===== src/rtl/wac_cmd_sched.sv =====
// Command scheduler: syncs strobe-bus bytes into 3-byte frames, applies register
// commands and queues serial jobs for a single shared serializer.
module wac_cmd_sched #(
  parameter int          FIFO_DEPTH  = 4,
  parameter int          TIMEOUT_CYC = 1000,
  parameter logic [7:0]  KEY_BYTE    = 8'h55
) (
  input  logic        clk,
  input  logic        rst,
  input  logic [7:0]  busIn,
  input  logic        dataStb,
  input  logic        serDone,
  output logic        serStart,
  output logic [1:0]  serTarget,
  output logic [15:0] serWord,
  output logic [4:0]  mux,
  output logic [15:0] theBeanConf,
  output logic        stmBusy,
  output logic        errFlag,
  output logic        ovfFlag,
  output logic [7:0]  frameCnt
);

  localparam int PTR_W = $clog2(FIFO_DEPTH);
  localparam int CNT_W = $clog2(FIFO_DEPTH + 1);
  localparam int GAP_W = $clog2(TIMEOUT_CYC + 1);

  typedef struct packed {
    logic [1:0]  tgt;
    logic [15:0] word;
  } job_t;

  typedef enum logic [1:0] {P_IDLE, P_KEY, P_DATA} pstate_e;
  typedef enum logic [1:0] {D_IDLE, D_ISSUE, D_WAIT} dstate_e;

  // ---------------- input sync ----------------
  logic [7:0] bus_q, bus_d;
  logic [2:0] strb_q, strb_d;
  logic [7:0] byte_q, byte_d;
  logic       cmt_q, cmt_d;
  logic [7:0] cmt_byte_q, cmt_byte_d;

  always_comb begin
    bus_d      = busIn;
    strb_d     = {strb_q[1:0], dataStb};
    byte_d     = strb_q[1] ? byte_q : bus_q;
    cmt_d      = strb_q[1] & ~strb_q[2];
    cmt_byte_d = byte_q;
  end

  // ---------------- parser ----------------
  pstate_e     pst_q, pst_d;
  logic [7:0]  cmd_q, cmd_d;
  logic [GAP_W-1:0] gap_q, gap_d;
  logic [4:0]  mux_q, mux_d;
  logic [15:0] conf_q, conf_d;
  logic        err_q, err_d;
  logic [7:0]  frame_q, frame_d;
  logic        push;
  job_t        push_job;

  always_comb begin
    pst_d    = pst_q;
    cmd_d    = cmd_q;
    gap_d    = '0;
    mux_d    = mux_q;
    conf_d   = conf_q;
    err_d    = err_q;
    frame_d  = frame_q;
    push     = 1'b0;
    push_job = '0;
    case (pst_q)
      P_IDLE: begin
        if (cmt_q) begin
          cmd_d = cmt_byte_q;
          pst_d = P_KEY;
        end
      end
      P_KEY: begin
        if (cmt_q) begin
          if (cmt_byte_q == KEY_BYTE) begin
            pst_d = P_DATA;
          end else begin
            err_d = 1'b1;
            pst_d = P_IDLE;
          end
        end else if (gap_q == GAP_W'(TIMEOUT_CYC)) begin
          err_d = 1'b1;
          pst_d = P_IDLE;
        end else begin
          gap_d = gap_q + 1'b1;
        end
      end
      P_DATA: begin
        if (cmt_q) begin
          pst_d   = P_IDLE;
          frame_d = frame_q + 8'd1;
          case (cmd_q)
            8'h01: mux_d = cmt_byte_q[4:0];
            8'h02: begin
              push     = 1'b1;
              push_job = '{tgt: 2'd0, word: {4'h0, cmt_byte_q, 4'h0}};
            end
            8'h03, 8'h04, 8'h05: begin
              push     = 1'b1;
              push_job = '{tgt: cmd_q[1:0] - 2'd2, word: {8'h11, cmt_byte_q}};
            end
            8'h06: conf_d[7:0]  = cmt_byte_q;
            8'h07: conf_d[15:8] = cmt_byte_q;
            default: begin
              err_d   = 1'b1;
              frame_d = frame_q;
            end
          endcase
        end else if (gap_q == GAP_W'(TIMEOUT_CYC)) begin
          err_d = 1'b1;
          pst_d = P_IDLE;
        end else begin
          gap_d = gap_q + 1'b1;
        end
      end
      default: pst_d = P_IDLE;
    endcase
  end

  // ---------------- job FIFO + dispatcher ----------------
  job_t             mem_q [FIFO_DEPTH];
  logic [PTR_W-1:0] wr_ptr_q, wr_ptr_d, rd_ptr_q, rd_ptr_d;
  logic [CNT_W-1:0] cnt_q, cnt_d;
  logic             ovf_q, ovf_d;
  logic             pop, push_ok;
  dstate_e          dst_q, dst_d;
  logic [1:0]       tgt_q, tgt_d;
  logic [15:0]      word_q, word_d;
  logic             busy_q, busy_d;

  always_comb begin
    pop      = (dst_q == D_IDLE) && (cnt_q != '0);
    // A pop in the same cycle frees the slot a full-FIFO push needs.
    push_ok  = push && ((cnt_q != CNT_W'(FIFO_DEPTH)) || pop);
    ovf_d    = ovf_q | (push & ~push_ok);
    wr_ptr_d = push_ok ? wr_ptr_q + PTR_W'(1) : wr_ptr_q;
    rd_ptr_d = pop ? rd_ptr_q + PTR_W'(1) : rd_ptr_q;
    cnt_d    = cnt_q;
    case ({push_ok, pop})
      2'b10:   cnt_d = cnt_q + CNT_W'(1);
      2'b01:   cnt_d = cnt_q - CNT_W'(1);
      default: cnt_d = cnt_q;
    endcase

    dst_d  = dst_q;
    tgt_d  = tgt_q;
    word_d = word_q;
    case (dst_q)
      D_IDLE: begin
        if (pop) begin
          tgt_d  = mem_q[rd_ptr_q].tgt;
          word_d = mem_q[rd_ptr_q].word;
          dst_d  = D_ISSUE;
        end
      end
      D_ISSUE: dst_d = D_WAIT;
      D_WAIT:  if (serDone) dst_d = D_IDLE;
      default: dst_d = D_IDLE;
    endcase

    busy_d = (pst_q != P_IDLE) | (cnt_q != '0) | (dst_q != D_IDLE);
  end

  always_ff @(posedge clk) begin
    if (push_ok) mem_q[wr_ptr_q] <= push_job;
  end

  always_ff @(posedge clk) begin
    if (rst) begin
      bus_q      <= '0;
      // Sync chain resets to the idle-high strobe level so reset never fakes an edge.
      strb_q     <= 3'b111;
      byte_q     <= '0;
      cmt_q      <= 1'b0;
      cmt_byte_q <= '0;
      pst_q      <= P_IDLE;
      cmd_q      <= '0;
      gap_q      <= '0;
      mux_q      <= '0;
      conf_q     <= '0;
      err_q      <= 1'b0;
      frame_q    <= '0;
      wr_ptr_q   <= '0;
      rd_ptr_q   <= '0;
      cnt_q      <= '0;
      ovf_q      <= 1'b0;
      dst_q      <= D_IDLE;
      tgt_q      <= '0;
      word_q     <= '0;
      busy_q     <= 1'b0;
    end else begin
      bus_q      <= bus_d;
      strb_q     <= strb_d;
      byte_q     <= byte_d;
      cmt_q      <= cmt_d;
      cmt_byte_q <= cmt_byte_d;
      pst_q      <= pst_d;
      cmd_q      <= cmd_d;
      gap_q      <= gap_d;
      mux_q      <= mux_d;
      conf_q     <= conf_d;
      err_q      <= err_d;
      frame_q    <= frame_d;
      wr_ptr_q   <= wr_ptr_d;
      rd_ptr_q   <= rd_ptr_d;
      cnt_q      <= cnt_d;
      ovf_q      <= ovf_d;
      dst_q      <= dst_d;
      tgt_q      <= tgt_d;
      word_q     <= word_d;
      busy_q     <= busy_d;
    end
  end

  assign serStart    = (dst_q == D_ISSUE);
  assign serTarget   = tgt_q;
  assign serWord     = word_q;
  assign mux         = mux_q;
  assign theBeanConf = conf_q;
  assign stmBusy     = busy_q;
  assign errFlag     = err_q;
  assign ovfFlag     = ovf_q;
  assign frameCnt    = frame_q;

endmodule


===== config.mk =====
export PLATFORM = sky130hd
export DESIGN_NAME = wac_cmd_sched
export DESIGN_NICKNAME = d
export VERILOG_FILES = /design/src/rtl/wac_cmd_sched.sv
export SDC_FILE = /design/constraint.sdc
export NUM_CORES = 1
export LEC_CHECK = 0
export ABC_AREA = 0
export BUFFER_PORTS_ARGS = -buffer_cell sky130_fd_sc_hd__buf_2
export CORE_AREA = 5 5 116 118
export DETAILED_ROUTE_END_ITERATION = 10
export DIE_AREA = 0 0 121 123
export PLACE_DENSITY = 0.82
export SYNTH_ARGS = -nofsm -noshare
export SYNTH_HDL_FRONTEND = slang
export SYNTH_SLANG_ARGS = --single-unit

===== constraint.sdc =====
create_clock -name clk -period 2.29 [get_ports clk]
set_input_delay 0.3435 -clock clk [delete_from_list [all_inputs] [get_ports clk]]
set_output_delay 0.3435 -clock clk [all_outputs]
set_load 0.02 [all_outputs]

==> results of run 1 <==
[Yosys cell counts (3+ instances only)]
master      n
or2_2       3
xor2_1      8
ha_1       11
buf_1       4
or3_1       5
inv_1       8
nand4_1     3
dfxtp_1   104
xnor2_1    11
nor3_1      8
mux2i_1    34
nor2_1     72
nand3_1    13
a21oi_1    29
mux4_2     15
and2_1     13
buf_4       5
buf_2       7
clkbuf_1   12
and3_1      5
a22oi_1     5
edfxtp_1   60
nand2_1    49
nor2b_1    19
[power breakdown]
part           switching, W  total (W)  internal (W)
clock               0.00118    0.00304       0.00185
sequential         0.000141    0.00334       0.00320
combinational      0.000775    0.00127      0.000497
total               0.00210    0.00765       0.00555
[through the flow]
stage	area (µm²)	worst slack (ns)
after CTS	7560	0.0468
after global routing	7570	0.0461
after global placement	6930	0.139
after floorplan	6380	0.0544
final	7570	0.159
after detailed placement	6930	0.0622
[worst max-delay path by stage]
| stage | from | end | depth (start not counted) |
|---|---|---|---|
| 2_1_floorplan | cnt_q[0]$_SDFFE_PP0P_ | cnt_q[2]$_SDFFE_PP0P_ | 9 |
| 3_3_place_gp | pst_q[0]$_SDFFE_PP0P_ | cnt_q[2]$_SDFFE_PP0P_ | 9 |
| 3_5_place_dp | pst_q[0]$_SDFFE_PP0P_ | cnt_q[2]$_SDFFE_PP0P_ | 9 |
| 4_1_cts | pst_q[0]$_SDFFE_PP0P_ | cnt_q[2]$_SDFFE_PP0P_ | 9 |
| 5_1_grt | pst_q[0]$_SDFFE_PP0P_ | cnt_q[2]$_SDFFE_PP0P_ | 9 |
| 6_report | pst_q[0]$_SDFFE_PP0P_ | cnt_q[2]$_SDFFE_PP0P_ | 9 |
[critical path: cells and delay by family (launching register included)]
| family | cells | cell delay [ns] |
|---|---|---|
| flops | 1 | 0.34 |
| buf+inv | 1 | 0.07 |
| fa+ha+maj | 2 | 0.52 |
| mux | 1 | 0.32 |
| simple gates | 4 | 0.69 |
| compound gates | 1 | 0.07 |
[final cells by class]
| type | instances | area, µm² | area share, % |
|---|---|---|---|
| Sequential cell | 164 | 3880 | 51.3 |
| Inverter | 8 | 30.0 | 0.396 |
| Multi-Input combinational cell | 336 | 2340 | 30.9 |
| Clock buffer | 17 | 425 | 5.62 |
| Timing Repair Buffer | 75 | 465 | 6.15 |
| Tap cell | 172 | 215 | 2.84 |
| Clock inverter | 15 | 214 | 2.83 |
[layer usage]
layer	vias to the layer above	share of wire, %
met4	0	1.1
met1	1970	40
li1	1990	-
met3	9	4.6
met5	-	0
met2	92	55
[repair_timing]
| action | in CTS | in global routing |
|---|---|---|
| setup buffers | 0 | 0 |
| setup endpoints to repair | 0 | 1 |
| gates resized for setup | 0 | 4 |
[state kept, by name, indices dropped and copies added (netlist names)]
name	flops
mem_q	60
theBeanConf	16
serWord	13
gap_q	10
bus_q	8
byte_q	8
cmd_q	8
cmt_byte_q	8
frameCnt	8
mux	5
cnt_q	3
strb_q	3
dst_q	2
pst_q	2
rd_ptr_q	2
serTarget	2
wr_ptr_q	2
cmt_q	1
errFlag	1
ovfFlag	1
stmBusy	1
[cells by family (layout without fill, tap and decap cells)]
family          after synthesis  count (layout)  share of synthesized area, %
compound gates               39              39                          3.34
buf+inv                      36             115                          2.55
xor+xnor                     19              19                          2.61
flops                       164             164                          61.0
fa+ha+maj                    12              12                          2.47
other cells                   1               3                        0.0589
mux                          50              50                          10.8
simple gates                213             213                          17.2
==> impl_metrics.toml, run 1 <==
[run_status]
status = "completed"

[worst_setup_path]
crit_arrival_ns = 2.44
slowest_stage = "fa_2"
slowest_delay_ns = 0.35
crit_path_start_kind = "flop"
critical_path_required_ns = 2.60
crit_type = "reg -> reg"
cp-end-kind = "flop"
r2r-start = "pst_q[0]$_SDFFE_PP0P_"
crit_chain = "inv_2 > ha_1 > nand4bb_1 > nor3_4 > nor2_1 > fa_2 > nor3_2 > a31oi_1 > mux2_1"
reg2reg_to = "cnt_q[2]$_SDFFE_PP0P_"
r2r_setup_slack_ns = 0.16
cp_max_fo = 4
rr_worst_depth = 9

[clock_network]
cts_root_buffer = "clkbuf_16"
clockBufferDepth = 2
path_clk_slew_ns = 0.06
cts_buffers = 17
h-tree-depth = 4
cts_hold_buffers = 0
cts_tree = "built"
clk_latency_ns = 0.42
cts.sinks = 164

[global_route]
grt_antenna_before_repair = 0
gr-usage-met2_pct = 32.3
grt_first_pass_wirelength_um = 20300
grt_pass1_vias = 4170
grt_max_degree = 49
grt_busiest_layer = "met2"
grtUsageMet1_pct = 19.5
met3_usage_pct = 4.30
gr-total-overflow = 0
grt_usage_pct = 17.7

[synthesis]
yosys.area.top_type_share_pct = 32.7
avgSynthCellArea_um2 = 11.9
synthFlopType = "dfxtp_1"
seq_area_frac_synth_pct = 61.0
yosysWarnings = 0
ys_async_sr_fraction_pct = 0
yosys_register_bits = 164
synth.distinct_cells = 46
yosysTopAreaCell = "dfxtp_1"
synth_cells = 534
synth.cell_area_um2 = 6370
synth_enable_flop_cells = 60
synthTopCellsByArea = "dfxtp_1, edfxtp_1, mux2i_1"

[floorplanning]
die_y_um = 123
start_util_pct = 51.5
dieArea_um2 = 14900
die_w_um = 121
rows = 41
core_um2 = 12400
io_pins = 63

[hold_path]
holdPathStages = 2
min_to = "strb_q[0]$_SDFF_PP1_"
hold_class = "in -> reg"
hp-start = "dataStb"

[layout]
diodes = 0
layout_commonest_cell = "dfxtp_1"
fin_util_pct = 61.3
nets = 626
fillCellCount = 959
final_cell_mix = "dfxtp_1, nor2_1, edfxtp_1, buf_2, nand2_1"
final_layout_size_suffix_gt1_share_pct = 22.6
area_delta_synth_final_pct = 18.9
final_cells = 787

[sta]
fin_crit_sh_pct = 93.0
hold_slack_ns = 0.103
worst_pin_slew_ns = 0.789
fmax_mhz = 469
post-route-min-period_ns = 2.13
fin_skew_ns = 0.0107
rsz0062_at_grt = "no"
slew_headroom_pct = 47.3
finalSetupViolCount = 0
slew_viol_final = 0
finalSetupTns_ns = 0
hold_viol = 0

[placement]
dpl.cell_count = 755
gp_congestion = 0.784
portBuffers = 59
dpl.hpwl_um = 8310

[routing]
dr.pass1.iters = 5
wirelength_um = 12100
routedWlPerCell_um = 15.4
vias = 4061
drtIter0Drc = 240
routed_via_density = 5.16
drc = 0
antenna_left = 0

[power_and_ir_drop]
irDropWorstVdd_uv = 441
finalPower_w = 0.00765
total_leakage_power_nw = 2.91
p_per_area_nw_per_um2 = 1010

[job]
cap_violations = 0
Note: power is estimated with default switching activity, not from simulation.
==> run 2: changes to the inputs <==
--- a/config.mk
+++ b/config.mk
@@ -7,10 +7,10 @@
 export LEC_CHECK = 0
 export ABC_AREA = 0
 export BUFFER_PORTS_ARGS = -buffer_cell sky130_fd_sc_hd__buf_2
-export CORE_AREA = 5 5 116 118
+export CORE_AREA = 5 5 96 143
 export DETAILED_ROUTE_END_ITERATION = 10
-export DIE_AREA = 0 0 121 123
-export PLACE_DENSITY = 0.82
+export DIE_AREA = 0 0 101 148
+export PLACE_DENSITY = 0.81
 export SYNTH_ARGS = -nofsm -noshare
 export SYNTH_HDL_FRONTEND = slang
 export SYNTH_SLANG_ARGS = --single-unit
==> impl_metrics.toml, run 2 (synthesis gave the netlist of run 1 again) <==
[run_status]
status = "completed"

[clock_network]
path_clk_slew_ns = 0.07
cts_buffers = 17
cts_root_buffer = "clkbuf_16"
cts_tree = "built"
clockBufferDepth = 2
clk_latency_ns = 0.42
cts.sinks = 164
cts_hold_buffers = 0
h-tree-depth = 4

[layout]
area_delta_synth_final_pct = 17.7
final_cell_mix = "dfxtp_1, nor2_1, edfxtp_1, buf_2, nand2_1"
fin_util_pct = 60.9
fillCellCount = 935
layout_commonest_cell = "dfxtp_1"
final_layout_size_suffix_gt1_share_pct = 22.1
nets = 625
largest_register = "mem_q"
diodes = 0
largest_register_ffs = 60
final_cells = 770

[worst_setup_path]
r2r-start = "pst_q[0]$_SDFFE_PP0P_"
crit_type = "reg -> reg"
crit_arrival_ns = 2.52
critical_path_required_ns = 2.58
reg2reg_to = "cnt_q[2]$_SDFFE_PP0P_"
r2r_setup_slack_ns = 0.06
cp_max_fo = 4
cp-end-kind = "flop"
rr_worst_depth = 9
crit_path_start_kind = "flop"

[routing]
routedWlPerCell_um = 15.6
drc = 0
vias = 4074
routed_via_density = 5.29
dr.pass1.iters = 4
antenna_left = 0
drtIter0Drc = 198
wirelength_um = 12000

[global_route]
grt_max_degree = 58
grt_usage_pct = 17.3
grt_first_pass_wirelength_um = 20200
grt_pass1_vias = 4181
grt_antenna_before_repair = 0
gr-total-overflow = 0

[sta]
finalSetupViolCount = 0
hold_viol = 0
rsz0062_at_grt = "no"
worst_pin_slew_ns = 0.781
slew_headroom_pct = 47.9
post-route-min-period_ns = 2.23
fmax_mhz = 449
slew_viol_final = 0
fin_crit_sh_pct = 97.2
fin_skew_ns = 0.0101
hold_slack_ns = 0.105
finalSetupTns_ns = 0

[power_and_ir_drop]
total_leakage_power_nw = 2.89
p_per_area_nw_per_um2 = 978
irDropWorstVdd_uv = 501

[hold_path]
hp-start = "dataStb"
min_to = "strb_q[0]$_SDFF_PP1_"
hold_class = "in -> reg"
holdPathStages = 2

[job]
cap_violations = 0

[placement]
dpl.hpwl_um = 8440
portBuffers = 59
gp_congestion = 0.821
dpl.cell_count = 737

[floorplanning]
rows = 50
die_y_um = 148
start_util_pct = 51.7
io_pins = 63
dieArea_um2 = 14900
core_um2 = 12300
die_w_um = 101
## run 2: cell count changes in the layout (fill, tap and decap cells not counted), sizes merged
cell / previous run / this run
bufinv: 4 / 1
clkinv: 2 / 4
buf: 75 / 74
clkbuf: 17 / 18
clkinvlp: 2 / 1
inv: 15 / 16
## run 2: worst max path at each step
stage	from	to	slack (ns)
floorplan	cnt_q[0]$_SDFFE_PP0P_	cnt_q[2]$_SDFFE_PP0P_	0.05
global placement	pst_q[0]$_SDFFE_PP0P_	cnt_q[2]$_SDFFE_PP0P_	0.11
detailed placement	pst_q[0]$_SDFFE_PP0P_	cnt_q[2]$_SDFFE_PP0P_	0.07
CTS	pst_q[0]$_SDFFE_PP0P_	cnt_q[2]$_SDFFE_PP0P_	0.06
global route	pst_q[0]$_SDFFE_PP0P_	cnt_q[2]$_SDFFE_PP0P_	0.005
finish	pst_q[0]$_SDFFE_PP0P_	cnt_q[2]$_SDFFE_PP0P_	0.06
## run 2: where the power goes
part / total (W) / switching, W / internal (W)
Sequential: 0.00334 / 0.000139 / 0.00320
Clock: 0.00275 / 0.00117 / 0.00159
Combinational: 0.00124 / 0.000750 / 0.000489
Total: 0.00733 / 0.00205 / 0.00528
## run 2: repair_timing
action,4_1_cts,5_1_grt
setup buffers,0,1
resized for setup,0,1
hold endpoints to repair,0,0
setup endpoints to repair,0,1
## run 2: routing by layer
metal / part of all wire [%] / vias up / global-route usage (%)
li1: - / 1991 / -
met1: 38 / 1970 / 18.4
met2: 55 / 82 / 31.4
met3: 3.7 / 31 / 4.25
met4: 3.2 / 0 / 8.18
met5: 0 / - / 0
## run 2: area by class of cell
class                      count  area [µm²]  area share (%)
sequential                   164        3880            51.8
tap                          156         195            2.60
inverter                       8        30.0           0.400
clock buffer                  18         450            6.01
multi-input combinational    336        2330            31.1
clock inverter                14         139            1.85
timing repair buffer          74         470            6.27
## run 2: worst max-delay path, cell delays in order (launching register included)
cell and delay [ns]:
dfxtp_1 0.36, inv_2 0.09, ha_1 0.17, nand4bb_1 0.19, nor3_4 0.25, nor2_1 0.07, fa_1 0.38, nor3_1 0.20
a31oi_1 0.06, mux2_1 0.33
## run 2: stage by stage
step	setup slack [ns]	area [µm²]	power [W]
floorplan	0.0544	6380	0.00429
global placement	0.105	6900	0.00461
detailed placement	0.0665	6900	0.00466
CTS	0.0584	7490	0.00741
global route	0.00523	7500	0.00770
finish	0.0632	7500	0.00733
